<file path="config.mk">
export PLATFORM = sky130hd
export DESIGN_NAME = uart_tx
export DESIGN_NICKNAME = d
export VERILOG_FILES = /design/src/rtl/uart_pkg.sv /design/src/rtl/uart_tx.sv
export SDC_FILE = /design/constraint.sdc
export NUM_CORES = 1
export LEC_CHECK = 0
export BUFFER_PORTS_ARGS = -buffer_cell sky130_fd_sc_hd__buf_4
export CAP_MARGIN = 20
export CORE_MARGIN = 2
export CORE_UTILIZATION = 50
export CTS_CLUSTER_SIZE = 12
export DETAILED_ROUTE_END_ITERATION = 10
export GPL_TIMING_DRIVEN = 1
export PLACE_DENSITY = 0.69
export SLEW_MARGIN = 20
export SYNTH_ARGS = -nofsm -noshare
export SYNTH_HDL_FRONTEND = slang
export SYNTH_SLANG_ARGS = --single-unit
</file>
<file path="constraint.sdc">
create_clock -name CLK -period 6.83 [get_ports CLK]
set_clock_uncertainty 0.2 [all_clocks]
set_input_delay 1.366 -clock CLK [delete_from_list [all_inputs] [get_ports CLK]]
set_output_delay 1.366 -clock CLK [all_outputs]
set_load 0.005 [all_outputs]
</file>
<file path="src/rtl/uart_pkg.sv">
// rtl/uart_pkg.sv - shared UART constants and state encoding for the TX and RX blocks
package uart_pkg;

    localparam logic [1:0] UART_IDLE  = 2'd0;
    localparam logic [1:0] UART_START = 2'd1;
    localparam logic [1:0] UART_DATA  = 2'd2;
    localparam logic [1:0] UART_STOP  = 2'd3;

    // 100 MHz system clock at 115200 baud
    localparam int UART_CLKS_PER_BIT = 868;
    localparam int UART_DATA_BITS    = 8;

    typedef enum logic [1:0] {
        ST_IDLE  = UART_IDLE,
        ST_START = UART_START,
        ST_DATA  = UART_DATA,
        ST_STOP  = UART_STOP
    } uart_state_t;

endpackage

</file>
<file path="src/rtl/uart_tx.sv">
// rtl/uart_tx.sv - 8N1 UART transmitter, LSB first, registered serial line and done pulse
module uart_tx
    import uart_pkg::*;
#(
    parameter int CLKS_PER_BIT = UART_CLKS_PER_BIT
) (
    input  logic       CLK,
    input  logic       RST,
    input  logic       Tx_DV_in,
    input  logic [7:0] Tx_Byte_in,
    output logic       Tx_Serial_out,
    output logic       Tx_Active_out,
    output logic       Tx_Done_out
);

    localparam int CNT_W = (CLKS_PER_BIT > 2) ? $clog2(CLKS_PER_BIT) : 1;
    localparam logic [CNT_W-1:0] CNT_LAST = CNT_W'(CLKS_PER_BIT - 1);
    localparam logic [2:0]       IDX_LAST = 3'(UART_DATA_BITS - 1);

    generate
        if (CLKS_PER_BIT < 2) begin : g_bad_clks_per_bit
            $fatal(1, "uart_tx: CLKS_PER_BIT must be at least 2");
        end
    endgenerate

    uart_state_t               state_q, state_d;
    logic [CNT_W-1:0]          cnt_q, cnt_d;
    logic [2:0]                idx_q, idx_d;
    logic [UART_DATA_BITS-1:0] byte_q, byte_d;
    logic                      serial_d, active_d, done_d;
    logic                      cnt_last;

    assign cnt_last = (cnt_q == CNT_LAST);

    always_comb begin
        state_d = state_q;
        cnt_d   = cnt_q + CNT_W'(1);
        idx_d   = idx_q;
        byte_d  = byte_q;
        done_d  = 1'b0;

        case (state_q)
            ST_IDLE: begin
                cnt_d = '0;
                if (Tx_DV_in) begin
                    byte_d  = Tx_Byte_in;
                    state_d = ST_START;
                end
            end
            ST_START: begin
                if (cnt_last) begin
                    cnt_d   = '0;
                    idx_d   = '0;
                    state_d = ST_DATA;
                end
            end
            ST_DATA: begin
                if (cnt_last) begin
                    cnt_d = '0;
                    if (idx_q == IDX_LAST) begin
                        state_d = ST_STOP;
                    end else begin
                        idx_d = idx_q + 3'd1;
                    end
                end
            end
            ST_STOP: begin
                if (cnt_last) begin
                    cnt_d   = '0;
                    state_d = ST_IDLE;
                    done_d  = 1'b1;
                end
            end
            default: begin
                cnt_d   = '0;
                state_d = ST_IDLE;
            end
        endcase

        // Line level is derived from the next state so every bit lasts exactly CLKS_PER_BIT cycles
        case (state_d)
            ST_START: serial_d = 1'b0;
            ST_DATA:  serial_d = byte_d[idx_d];
            default:  serial_d = 1'b1;
        endcase
        active_d = (state_d != ST_IDLE);
    end

    always_ff @(posedge CLK) begin
        if (RST) begin
            state_q       <= ST_IDLE;
            cnt_q         <= '0;
            idx_q         <= '0;
            byte_q        <= '0;
            Tx_Serial_out <= 1'b1;
            Tx_Active_out <= 1'b0;
            Tx_Done_out   <= 1'b0;
        end else begin
            state_q       <= state_d;
            cnt_q         <= cnt_d;
            idx_q         <= idx_d;
            byte_q        <= byte_d;
            Tx_Serial_out <= serial_d;
            Tx_Active_out <= active_d;
            Tx_Done_out   <= done_d;
        end
    end

endmodule

</file>
# ---- Word level (Yosys, flattened, before mapping)
# Index checks and enable logic that the tools add are counted.
dict set report totals {
  input_bits 11
  regBits 26
  wordCells 40
  out_inout_bits 3
}
dict set report op_classes {
  n_addsub 2
  n_eq_ne 7
  mux 18
  bitwise 1
  n_lt_le_gt_ge 1
  reduce_logical 4
}
# operator n
set op_table {}
lappend op_table {{$pmux W10 S2} 1}
lappend op_table {{$mux W8} 2}
lappend op_table {{$add A10 B1 Y10 const B} 1}
lappend op_table {{$eq A10 B10 Y1 const B} 1}
lappend op_table {{$mux W10} 1}
lappend op_table {{$mux W2} 5}
lappend op_table {{$mux W3} 3}
lappend op_table {{$pmux W2 S4} 1}
lappend op_table {{$eq A2 B2 Y1 const B} 3}
lappend op_table {{$pmux W3 S2} 1}
lappend op_table {{$eq A2 B1 Y1 const B} 2}
lappend op_table {{$lt A3 B4 Y1 const B} 1}
lappend op_table {{$add A3 B1 Y3 const B} 1}
lappend op_table {{$bmux W1 S3} 1}
lappend op_table {{$eq A3 B3 Y1 const B} 1}
lappend op_table {{$reduce_or A3 Y1} 1}
lappend op_table {{$logic_not A2 Y1} 1}
lappend op_table {{$mux W1} 2}
lappend op_table {{$pmux W1 S2} 1}
lappend op_table {{$reduce_bool A2 Y1} 1}
lappend op_table {{$reduce_or A2 Y1} 1}
lappend op_table {{$not A1 Y1} 1}

# ---- Longest topological paths before layout
dict set report logic_depth {
  ltp_word 7
  mapped_depth 10
  ltp_nobuf 9
}

# ---- Least setup slack after synthesis
# No wires, ideal clock.
dict set report synth_timing {
  path_type {input-to-reg}
  startpoint {input port Tx_DV_in}
  endpoint {register Tx_Serial_out}
  path_buffers 0
  setup_time_ns 0.129
  required_ns 6.501
  arrival_ns 2.462
  path_stages 5
  slack_ns 4.039
  path_cell_list {a22oi_1 o21ai_0 or4b_1 a2111oi_2 a21oi_1}
}
dict set report synth_via {
  elab_chain_len 5
  word_cells_on_any_way 9
  classes_between {eq/ne (2); mux (7)}
}
# element line
set synth_rtl {}
lappend synth_rtl {{from (decl)} uart_tx.sv:9} ;# input logic Tx_DV_in,
lappend synth_rtl {{$mux W8} uart_tx.sv:45} ;# if (Tx_DV_in) begin
lappend synth_rtl {{$mux W8} uart_tx.sv:42} ;# case (state_q)
lappend synth_rtl {{$bmux W1 S3} uart_tx.sv:83} ;# ST_DATA: serial_d = byte_d[idx_d];
lappend synth_rtl {{$mux W1 (implied by the code)} uart_tx.sv:83}
lappend synth_rtl {{$pmux W1 S2 *} uart_tx.sv:81} ;# case (state_d)
lappend synth_rtl {{to (signal assigned)} uart_tx.sv:103} ;# Tx_Serial_out <= serial_d;
lappend synth_rtl {{to (decl)} uart_tx.sv:11} ;# output logic Tx_Serial_out,
# Mark *: on every way between the ends. The rest lies on a longest branch, timed or not. The select of a mux whose other input is x is not followed.
# A chain may end at the register's enable or synchronous reset.

# ---- Worst setup path after layout
dict set report layout_timing {
  startpoint {register state_q[1]}
  endpoint {register Tx_Serial_out}
}
dict set report layout_via {
  elab_chain_len 5
  word_cells_on_any_way 17
  classes_between {eq/ne (5); mux (11); reduce/logical (1)}
}
# element line
set layout_rtl {}
lappend layout_rtl {{from (decl)} uart_tx.sv:26} ;# uart_state_t state_q, state_d;
lappend layout_rtl {{from (signal assigned)} uart_tx.sv:99} ;# state_q <= state_d;
lappend layout_rtl {{$eq A2 B2 Y1, or another cell as far along} uart_tx.sv:42}
lappend layout_rtl {{$pmux W3 S2, or another cell as far along} uart_tx.sv:42}
lappend layout_rtl {{$bmux W1 S3 or $pmux W2 S4 (tied branches)} {uart_tx.sv:83, uart_tx.sv:42}}
lappend layout_rtl {{$mux W1 (implied by the code), or another cell as far along} uart_tx.sv:83}
lappend layout_rtl {{$pmux W1 S2 *} uart_tx.sv:81}
# Marks and branches as above.

==> out/metrics.cfg <==
[synthesis]
syn_inst=167
ys_seq_elements=26
ys_types=40
syn_area_per_cell_um2=8.48
yosysTopAreaCell=dfxtp_1
ys_seq_area_frac=0.367
syn_nets=185
synth.area.top_cells=dfxtp_1 (37%), nand2_1 (6.4%), ha_1 (6.2%), nor2_1 (5.0%), a21oi_1 (4.2%)
synth_area_um2=1420
synth_top_area_share=0.367
yosysWarnings=0

[clocking]
clock-sinks=26
htree_levels=1
cts-root-buf=clkbuf_4
cts_hold_buf=0
cts_tree=done
path_clk_slew_ns=0.15
postCtsSetupBuffers=0
clock_latency_ns=0.33
clockBufferDepth=2
cts_made_buffers=3
post_cts_resized=0

[routing]
drt-total-wl_mm=2.74
drtIter0Drc=46
ant_nets=0
drt_first_pass_iters=4
drc=0
vias_per_cell=5.64
post_drt_wl_per_cell_um=13.2
num_vias=1167

[timing]
fin_crit_ns=2.89
holdWs_ns=0.271
hold_viol_final=0
maxSlewHeadroom=0.679
period_share=0.423
fin_tns_setup_ns=0
rsz0062_at_grt=no
setup_viol=0
tightestPinTransition_ns=0.477
fmax_mhz=346
maxSlewViolCount=0

[floorplan]
dieHeight_um=57.2
die_x_um=57.2
design.core.area_um2=2730
boundaryPins=14
die_area_um2=3270
initial_core_util=0.518
rows=19

[setup_path]
cp.depth=9
cpMostUsedCell=and3_1
cp_data_arrival_time_ns=2.93
worstRegToRegCells=9
cp-end-kind=flop
crit_path_max_incr_delay_ns=0.40
crit_path_top_delay_cell=dfxtp_1
critPathRequiredTime_ns=6.86
crit_type=flop to flop
path_cells=inv_1 -> ha_1 -> and3_1 -> and4_1 -> o22ai_2 -> mux2_2 -> and3_1 -> a2111oi_2 -> a21oi_1
cp_num_buf_inv=1
worst_setup_path_start_kind=flop
cp_max_fo=7
path_delay_family=compound AO/OA/AOI/OAI gates

[placement]
gp_congestion=0.799
dp.cells=203
place_hpwl_mm=2.03
placed_area_um2=1520
io_buffers=13

[cells_and_area]
multiInputGateArea_um2=850
fin_cells=207
area_delta_synth_final_pct=11.1
drive_gt1_frac=0.148
diodes=0
fillerInstances=253
fin_area_um2=1570
seqCellArea_um2=520
nets=195

[power]
p_per_area_nw_per_um2=243
p_int_w=0.000265
power_leakage_nw=0.633
ir_drop_v=0.000188
p_switching_w=0.000118
switching_share=0.309
p_comb_frac=0.266
finalPower_w=0.000383
seqPwrFrac=0.452
power.share.clock=0.282

[grt]
track_usage=0.177
first_global_vias=1072
grt_max_degree=19
antenna_found_initial=0
grt_first_pass_wirelength_mm=4.58
grt-ovfl-total=0

[run]
max_cap_violations=0

[hold_path]
whs_path_depth=2
hp-class=flop to flop

[run_status]
status=completed

-- power groups by stage --
stage / sequential [W] / combinational [W] / clock, W
6_report: 0.000173 / 0.000102 / 0.000108
5_1_grt: 0.000175 / 0.000114 / 0.000114
4_1_cts: 0.000173 / 0.000102 / 0.000110
3_5_place_dp: 0.000176 / 0.000101 / 0
3_3_place_gp: 0.000176 / 0.0000990 / 0
2_1_floorplan: 0.000175 / 0.0000753 / 0
-- layout make-up --
| type | instances | area share |
|---|---|---|
| tap | 31 | 0.0246 |
| sequential | 26 | 0.331 |
| clock inverter | 1 | 0.0191 |
| timing repair buffer | 13 | 0.0620 |
| inverter | 4 | 0.00954 |
| clock buffer | 3 | 0.0143 |
| multi-input combinational | 129 | 0.540 |
-- through the flow --
step            util  setup WS, ns
2_1_floorplan      -          4.04
3_3_place_gp   0.557          3.84
3_5_place_dp   0.557          3.81
4_1_cts        0.576          3.94
5_1_grt        0.576          3.80
6_report       0.576          3.94
-- per-layer routing --
| layer | wire length [µm] | GRT usage | vias to the layer above |
|---|---|---|---|
| met5 | 0 | 0 | - |
| met4 | 40 | 0.0831 | 0 |
| met3 | 99 | 0.0204 | 5 |
| met2 | 1350 | 0.297 | 22 |
| met1 | 1250 | 0.226 | 534 |
| li1 | - | - | 606 |
-- placed cells by master (no fill, tap or decap), types with 4 or more instances in the layout --
| cell | n |
|---|---|
| nor2_1 | 19 |
| ha_1 | 7 |
| nand2_1 | 24 |
| a21oi_1 | 12 |
| mux2i_1 | 6 |
| buf_4 | 13 |
| nand3_1 | 6 |
| xor2_1 | 6 |
| nand4_1 | 4 |
| dfxtp_1 | 26 |
| and3_1 | 5 |
| inv_1 | 4 |
-- worst min-delay path: stages, from the launching register on --
cell	delay (ns)
dfxtp_1	0.34
nand2_1	0.05
a21oi_1	0.05
-- sequential cells by signal, summed over array words and instances (netlist names) --
signal / flops
cnt_q: 10
byte_q: 8
idx_q: 3
state_q: 2
Tx_Active_out: 1
Tx_Done_out: 1
Tx_Serial_out: 1
-- Yosys cell counts (all sizes together) --
cell and number:
a2111oi 2, a21o 1, a21oi 12, a221oi 1, a22oi 3, a41oi 1
and2 2, and3 5, and4 2, and4b 1, clkbuf 8, dfxtp 26
ha 7, inv 4, mux2 2, mux2i 7, nand2 24, nand3 6
nand3b 1, nand4 4, nand4b 1, nor2 19, nor2b 2, nor3 3
nor3b 3, o211ai 2, o21ai 3, o22ai 1, o31a 1, o41ai 1
or3 3, or4b 1, xnor2 2, xor2 6
-- logic make-up (layout without fill, tap and decap cells) --
| family | after synthesis | in the layout | share of synthesized area |
|---|---|---|---|
| AO/OA/AOI/OAI | 28 | 28 | 0.144 |
| flip-flops | 26 | 26 | 0.367 |
| AND/OR/NAND/NOR | 77 | 77 | 0.277 |
| XOR/XNOR | 8 | 8 | 0.0495 |
| adder cells (fa/ha/maj) | 7 | 7 | 0.0618 |
| buffers and inverters | 12 | 21 | 0.0327 |
| multiplexers | 9 | 9 | 0.0680 |
-- worst paths after layout --
check | from | to | slack (ns)
setup / recovery | state_q[1] | Tx_Serial_out | 3.94
hold / removal | byte_q[5] | byte_q[5] | 0.27
setup reg to reg | state_q[1] | Tx_Serial_out | 3.94
hold reg to reg | byte_q[5] | byte_q[5] | 0.27
Power figures use the tool's default switching activity.
